$ cat config.mk
export PLATFORM = sky130hd
export DESIGN_NAME = abc_pattern_driver
export DESIGN_NICKNAME = d
export VERILOG_FILES = /design/src/rtl/abc_pattern_driver.sv
export SDC_FILE = /design/constraint.sdc
export NUM_CORES = 1
export LEC_CHECK = 0
export CORE_UTILIZATION = 50
export CTS_CLUSTER_SIZE = 24
export DETAILED_ROUTE_END_ITERATION = 6
export DONT_BUFFER_PORTS = 1
export SETUP_SLACK_MARGIN = 0.5
export SLEW_MARGIN = 30
export SYNTH_ARGS = -nofsm -noshare
export SYNTH_HDL_FRONTEND = slang
export SYNTH_SLANG_ARGS = --single-unit
$ cat constraint.sdc
create_clock -name clk -period 4.3 [get_ports clk]
set_input_delay 0.43 -clock clk [delete_from_list [all_inputs] [get_ports clk]]
set_output_delay 0.43 -clock clk [all_outputs]
set_load 0.01 [all_outputs]
$ cat src/rtl/abc_pattern_driver.sv
// abc_pattern_driver: LFSR-driven a/b/c stimulus source. Whenever c is high on a
// cycle, a and b are equal on the following cycle. A one-shot error injection
// breaks that rule exactly once per request so downstream assertions can be
// exercised.
module abc_pattern_driver #(
  parameter int                 LFSR_W   = 16,
  parameter logic [LFSR_W-1:0]  SEED     = 16'hACE1,
  parameter int                 CNT_W    = 16,
  parameter int                 C_THRESH = 4
) (
  input  logic              clk,
  input  logic              rst,
  input  logic              start,
  input  logic [CNT_W-1:0]  num_cycles,
  input  logic              seed_load,
  input  logic [LFSR_W-1:0] seed,
  input  logic              inject_err,
  output logic              busy,
  output logic              done,
  output logic              a,
  output logic              b,
  output logic              c,
  output logic [CNT_W-1:0]  c_count,
  output logic [CNT_W-1:0]  err_count
);

  typedef enum logic [1:0] {IDLE, RUN, DONE} state_t;

  // Galois tap mask for x^16+x^14+x^13+x^11+1, right-shifting form
  localparam logic [LFSR_W-1:0] TAPS = LFSR_W'(16'hB400);
  // 5-bit threshold so that C_THRESH=16 (c always) is representable
  localparam logic [4:0]        THR  = 5'(C_THRESH);

  state_t             state, state_nx;
  logic [LFSR_W-1:0]  lfsr, lfsr_nx, lfsr_step;
  logic [CNT_W-1:0]   remaining, remaining_nx;
  logic [CNT_W-1:0]   c_count_nx, err_count_nx;
  logic               pending_err, pending_nx;
  logic               a_nx, b_nx, c_nx, busy_nx, done_nx;
  logic               c_new, err_now;

  assign lfsr_step = lfsr[0] ? ((lfsr >> 1) ^ TAPS) : (lfsr >> 1);
  // Last run cycle never raises c, so no obligation spills past the run
  assign c_new     = ({1'b0, lfsr[3:0]} < THR) && (remaining != CNT_W'(1));
  // A request arriving on the obligation cycle itself is consumed immediately
  assign err_now   = pending_err | inject_err;

  // Next-state and next-output decode; everything defaults to hold / zero
  always_comb begin
    state_nx     = state;
    lfsr_nx      = lfsr;
    remaining_nx = remaining;
    pending_nx   = pending_err;
    c_count_nx   = c_count;
    err_count_nx = err_count;
    a_nx         = 1'b0;
    b_nx         = 1'b0;
    c_nx         = 1'b0;
    busy_nx      = 1'b0;
    done_nx      = 1'b0;
    case (state)
      IDLE: begin
        if (seed_load) lfsr_nx = (seed == '0) ? SEED : seed;
        if (start) begin
          remaining_nx = num_cycles;
          c_count_nx   = '0;
          err_count_nx = '0;
          pending_nx   = 1'b0;
          state_nx     = (num_cycles == '0) ? DONE : RUN;
        end
      end
      RUN: begin
        lfsr_nx = lfsr_step;
        busy_nx = 1'b1;
        c_nx    = c_new;
        a_nx    = lfsr[4];
        if (c) begin
          // obligation cycle: a==b unless a violation is pending
          b_nx       = err_now ? ~lfsr[4] : lfsr[4];
          pending_nx = 1'b0;
          if (err_now && err_count != '1) err_count_nx = err_count + CNT_W'(1);
        end else begin
          b_nx       = lfsr[5];
          pending_nx = err_now;
        end
        if (c_new && c_count != '1) c_count_nx = c_count + CNT_W'(1);
        remaining_nx = remaining - CNT_W'(1);
        if (remaining == CNT_W'(1)) state_nx = DONE;
      end
      DONE: begin
        done_nx    = 1'b1;
        pending_nx = 1'b0;
        state_nx   = IDLE;
      end
      default: state_nx = IDLE;
    endcase
  end

  // State and registered outputs; synchronous reset wins over everything
  always_ff @(posedge clk) begin
    if (rst) begin
      state       <= IDLE;
      lfsr        <= SEED;
      remaining   <= '0;
      pending_err <= 1'b0;
      c_count     <= '0;
      err_count   <= '0;
      a           <= 1'b0;
      b           <= 1'b0;
      c           <= 1'b0;
      busy        <= 1'b0;
      done        <= 1'b0;
    end else begin
      state       <= state_nx;
      lfsr        <= lfsr_nx;
      remaining   <= remaining_nx;
      pending_err <= pending_nx;
      c_count     <= c_count_nx;
      err_count   <= err_count_nx;
      a           <= a_nx;
      b           <= b_nx;
      c           <= c_nx;
      busy        <= busy_nx;
      done        <= done_nx;
    end
  end

endmodule

* Yosys cells after proc, flatten, opt, wreduce, memory -nomap -nowiden
Cells that the tools add are included. Widths: inputs -> output; s select.
Word-level totals: register bits 72, latch bits 0, bits in writable memories 0, bits in read-only memories 0, output and inout port bits 37, memories kept 0
Cells by class: add/subtract/negate cells 3, multipliers 0, div/mod/pow operators 0, magnitude comparators 1, equal/unequal tests 12, shift-type cells 0, mux-type cells 23, bitwise logic cells 4, reduce and logical (&&, ||, !) cells 15
Operators by type and width (count):
- $mux 16 | 8
- $pmux 16 s2 | 4
- $add 16x1->16 const B | 2
- $logic_not 16->1 | 2
- $ne 16x16->1 const B | 2
- $eq 16x1->1 const B | 1
- $ne 16x1->1 const B | 1
- $sub 16x1->16 const B | 1
- $ne 2x2->1 const B | 6
- $reduce_and 2->1 | 4
- $mux 1 | 6
- $mux 2 | 3
- $lt 4x3->1 const B | 1
- $not 3->4 | 1
- $pmux 2 s2 | 1
- $reduce_and 4->1 | 1
- $logic_and 1x1->1 | 3
- $pmux 1 s3 | 1
- $reduce_and 3->1 | 1
- $reduce_bool 3->1 | 1
- $eq 2x1->1 const B | 1
- $eq 2x2->1 const B | 1
- $logic_not 2->1 | 1
- $not 1->1 | 2
- other kinds (3) | 3

* Depth between registers and ports, before layout
depth in word-level cells 5, gate-level depth with buffers 8, depth with buffers taken out 7

* Least setup slack after synthesis
Ideal clock, no wire load.
path type reg2reg, start point register c_count[8], end point register c_count[13], arrival 1.875 ns, path slack 2.355 ns, cell stages (with the launch flop) 6, path buffers 0, path through dfxtp_1 > nand3_2 > or3_4 > or4b_1 > or3_1 > a21oi_1
On the way: cells in the longest elaborated chain, start to end 4
Ends and longest elaborated chain:
- start, declared | RTL line 23 | output logic [CNT_W-1:0] c_count,
- start signal, assigned | RTL line 118 | c_count <= c_count_nx;
- branches (longest 4 deep; another with $add 16x1->16)
Parallel ways; which one is timed is not known. The select of a mux whose other input is x is not followed. A chain may end at the register's enable or synchronous reset.

* Worst setup path in the final report
start point register state[0], end point register c_count[5]
On the way: cells in the longest elaborated chain, start to end 3
Ends and longest elaborated chain:
- start, declared | RTL line 34 | state_t state, state_nx;
- start signal, assigned | RTL line 114 | state <= state_nx;
- $eq 2x1->1 or $logic_not 2->1 (tied branches) | RTL line 61 | case (state)
- $ne 2x2->1 (no source line) or $reduce_bool 2->1 (tied branches)
- $reduce_and 3->1 (no source line)
Parallel ways exist; a longest one is shown, timed or not.

==> metrics.yaml <==
status: "finished clean"
hpwl_mm: 6.73
cts_buffer_depth: 2
rsz0062_at_grt: "no"
power.static_leakage_nw: 1.34
slew_viol_final: 0
grt_pass1_wl_mm: 15.3
grt_antenna_before_repair: 0
wire_per_inst_um: 17.0
ys_seq_area_share_pct: 38.5
die_w_um: 88.5
critPathMostFrequentCell: "nand2_1"
peakVddDrop_v: 0.000206
synthArstFlopShare_pct: 0
clock_sinks: 72
numCtsBuffers: 9
grt_start_max_net_pins: 41
drtPass1Iterations: 5
die_y_um: 88.5
start_util_pct: 51.6
ys_warn_count: 0
cts_setup_buffers: 0
period_needed_ns: 2.80
drt_iter0_markers: 104
syn_nets: 511
port_buffers: 0
min_path_type: "in2reg"
gp_congestion: 0.931
endpoint_kind: "register"
ctsHoldBuffers: 0
p_per_area_mw_per_mm2: 390
ys_seq_elements: 72
worstPathArrival_ns: 3.10
cts.repair.resized: 0
syn_to_final_growth_pct: 7.02
path_cells: "nand2b_1, nand2_1, or4_1, nand2_1"
nNetsFinal: 499
final_common_cell: "dfxtp_1"
setup_tns_ns: 0
rows: 31
ys_types: 63
htreeDepth: 3
critPathBufInv: 0
die-area_mm2: 0.00783
vias_per_cell: 6.25
insertion_delay_ns: 0.35
wirelength_mm: 9.53
vias: 3511
critPathKind: "reg2reg"
layout_common_cells: "dfxtp_1 (72), nor2_1 (56), nand2_1 (53)"
timing.hold.ws_ns: 0.146
finalHoldViolations: 0
slowest_stage: "dfxtp_1"
slew_headroom_pct: 38.5
cap_viol_max_count: 0
cp.required_ns: 4.59
tritoncts: "yes"
critPathTopFamily: "simple AND/OR/NAND/NOR gates"
syn_inst: 470
yosysTopAreaCellShare_pct: 38.5
period_share_pct: 65.1
critPathMaxStageDelay_ns: 0.81
coreArea_mm2: 0.00725
setup_viol: 0
clockRootBuffer: "clkbuf_8"
syn_avg_cell_area_um2: 7.96
synth.area.top_cells: "dfxtp_1 (39%), nor2_1 (5.6%), nand2_1 (5.3%)"
synth_edf_count: 0
boundaryPins: 74
synth_top_area_cell: "dfxtp_1"
drtAntennaViolNets: 0
clock_skew_ns: 0.00794
grt_usage_pct: 25.0
crit_fanout: 28
drive_above_1_share_pct: 7.13
grt_pass1_vias: 3170
clk_pin_slew_worst_paths_ns: 0.08
n_antenna_cell: 0
startpoint_type: "register"
max_clock_freq_mhz: 357
synthFlopType: "dfxtp_1"
grt_overflow: 0
worstMarginPinSlew_ns: 0.920
syn_area_mm2: 0.00374
drc: 0
power_w: 0.00156
## synthesized netlist by cell type (all sizes together) (9+ instances only)
| master | n |
|---|---|
| a21oi | 29 |
| clkbuf | 18 |
| dfxtp | 72 |
| nand2 | 53 |
| nand3 | 23 |
| nand4 | 14 |
| nor2 | 56 |
| nor3 | 18 |
| nor4 | 19 |
| o21ai | 25 |
| o22ai | 9 |
| or3 | 9 |
| xnor2 | 13 |
| xor2 | 11 |
## path summary, 6_finish.rpt
path                               start           end  slack [ns]  depth (start not counted)
worst min-delay path                 rst  remaining[8]        0.15                          1
worst max-delay path            state[0]    c_count[5]        1.50                          4
worst min register to register  lfsr[12]      lfsr[12]        0.46                          2
worst max register to register  state[0]    c_count[5]        1.50                          4
## metal layers
layer	GRT usage, %	up-vias	share of wire, %
met5	0	-	0
met2	42.2	105	48
met4	7.77	0	1.5
met3	6.44	14	6.3
li1	-	1716	-
met1	31.4	1676	44
## worst register-to-register path, delay by kind of cell (launching register included)
family        cells  cell delay (ns)
simple gates      4             1.95
flops             1             0.81
## power by group
| group | leakage [nW] | internal [W] | switching (W) |
|---|---|---|---|
| Combinational | 0.633 | 0.0000767 | 0.000119 |
| Clock | 0.119 | 0.000358 | 0.000265 |
| Sequential | 0.589 | 0.000702 | 0.0000433 |
| Total | 1.34 | 0.00114 | 0.000427 |
## registers in the layout, indices dropped and copies added (netlist names)
| signal | count |
|---|---|
| done | 1 |
| pending_err | 1 |
| c_count | 16 |
| remaining | 16 |
| state | 2 |
| a | 1 |
| c | 1 |
| lfsr | 16 |
| busy | 1 |
| b | 1 |
| err_count | 16 |
## cells by family (layout without fill, tap and decap cells)
| family | after synthesis | count (layout) | share of synthesized area, % |
|---|---|---|---|
| adder cells (fa/ha/maj) | 4 | 4 | 1.34 |
| buffers and inverters | 31 | 24 | 3.68 |
| XOR/XNOR | 24 | 24 | 5.62 |
| AND/OR/NAND/NOR | 232 | 232 | 32.2 |
| AO/OA/AOI/OAI | 103 | 103 | 17.6 |
| multiplexers | 4 | 4 | 1.07 |
| flip-flops | 72 | 72 | 38.5 |
## metrics by stage
step	cell area, um2	setup slack [ns]	cells	utilization [%]
2_1_floorplan	3740	2.36	470	-
3_3_place_gp	3770	1.66	546	52.0
3_5_place_dp	3770	1.52	546	52.0
4_1_cts	4000	1.51	562	55.2
5_1_grt	4010	1.30	562	55.2
6_report	4010	1.50	562	55.2
## final cells by class
cell class              instances  area (um2)
inverters                       6        22.5
clock inverters                 5        78.8
repair buffers                  2        15.0
clock buffers                  11         151
fillers                       738        3250
well taps                      99         124
flip-flops and latches         72        1440
multi-input cells             367        2170
Note: power is estimated with default switching activity, not from simulation.
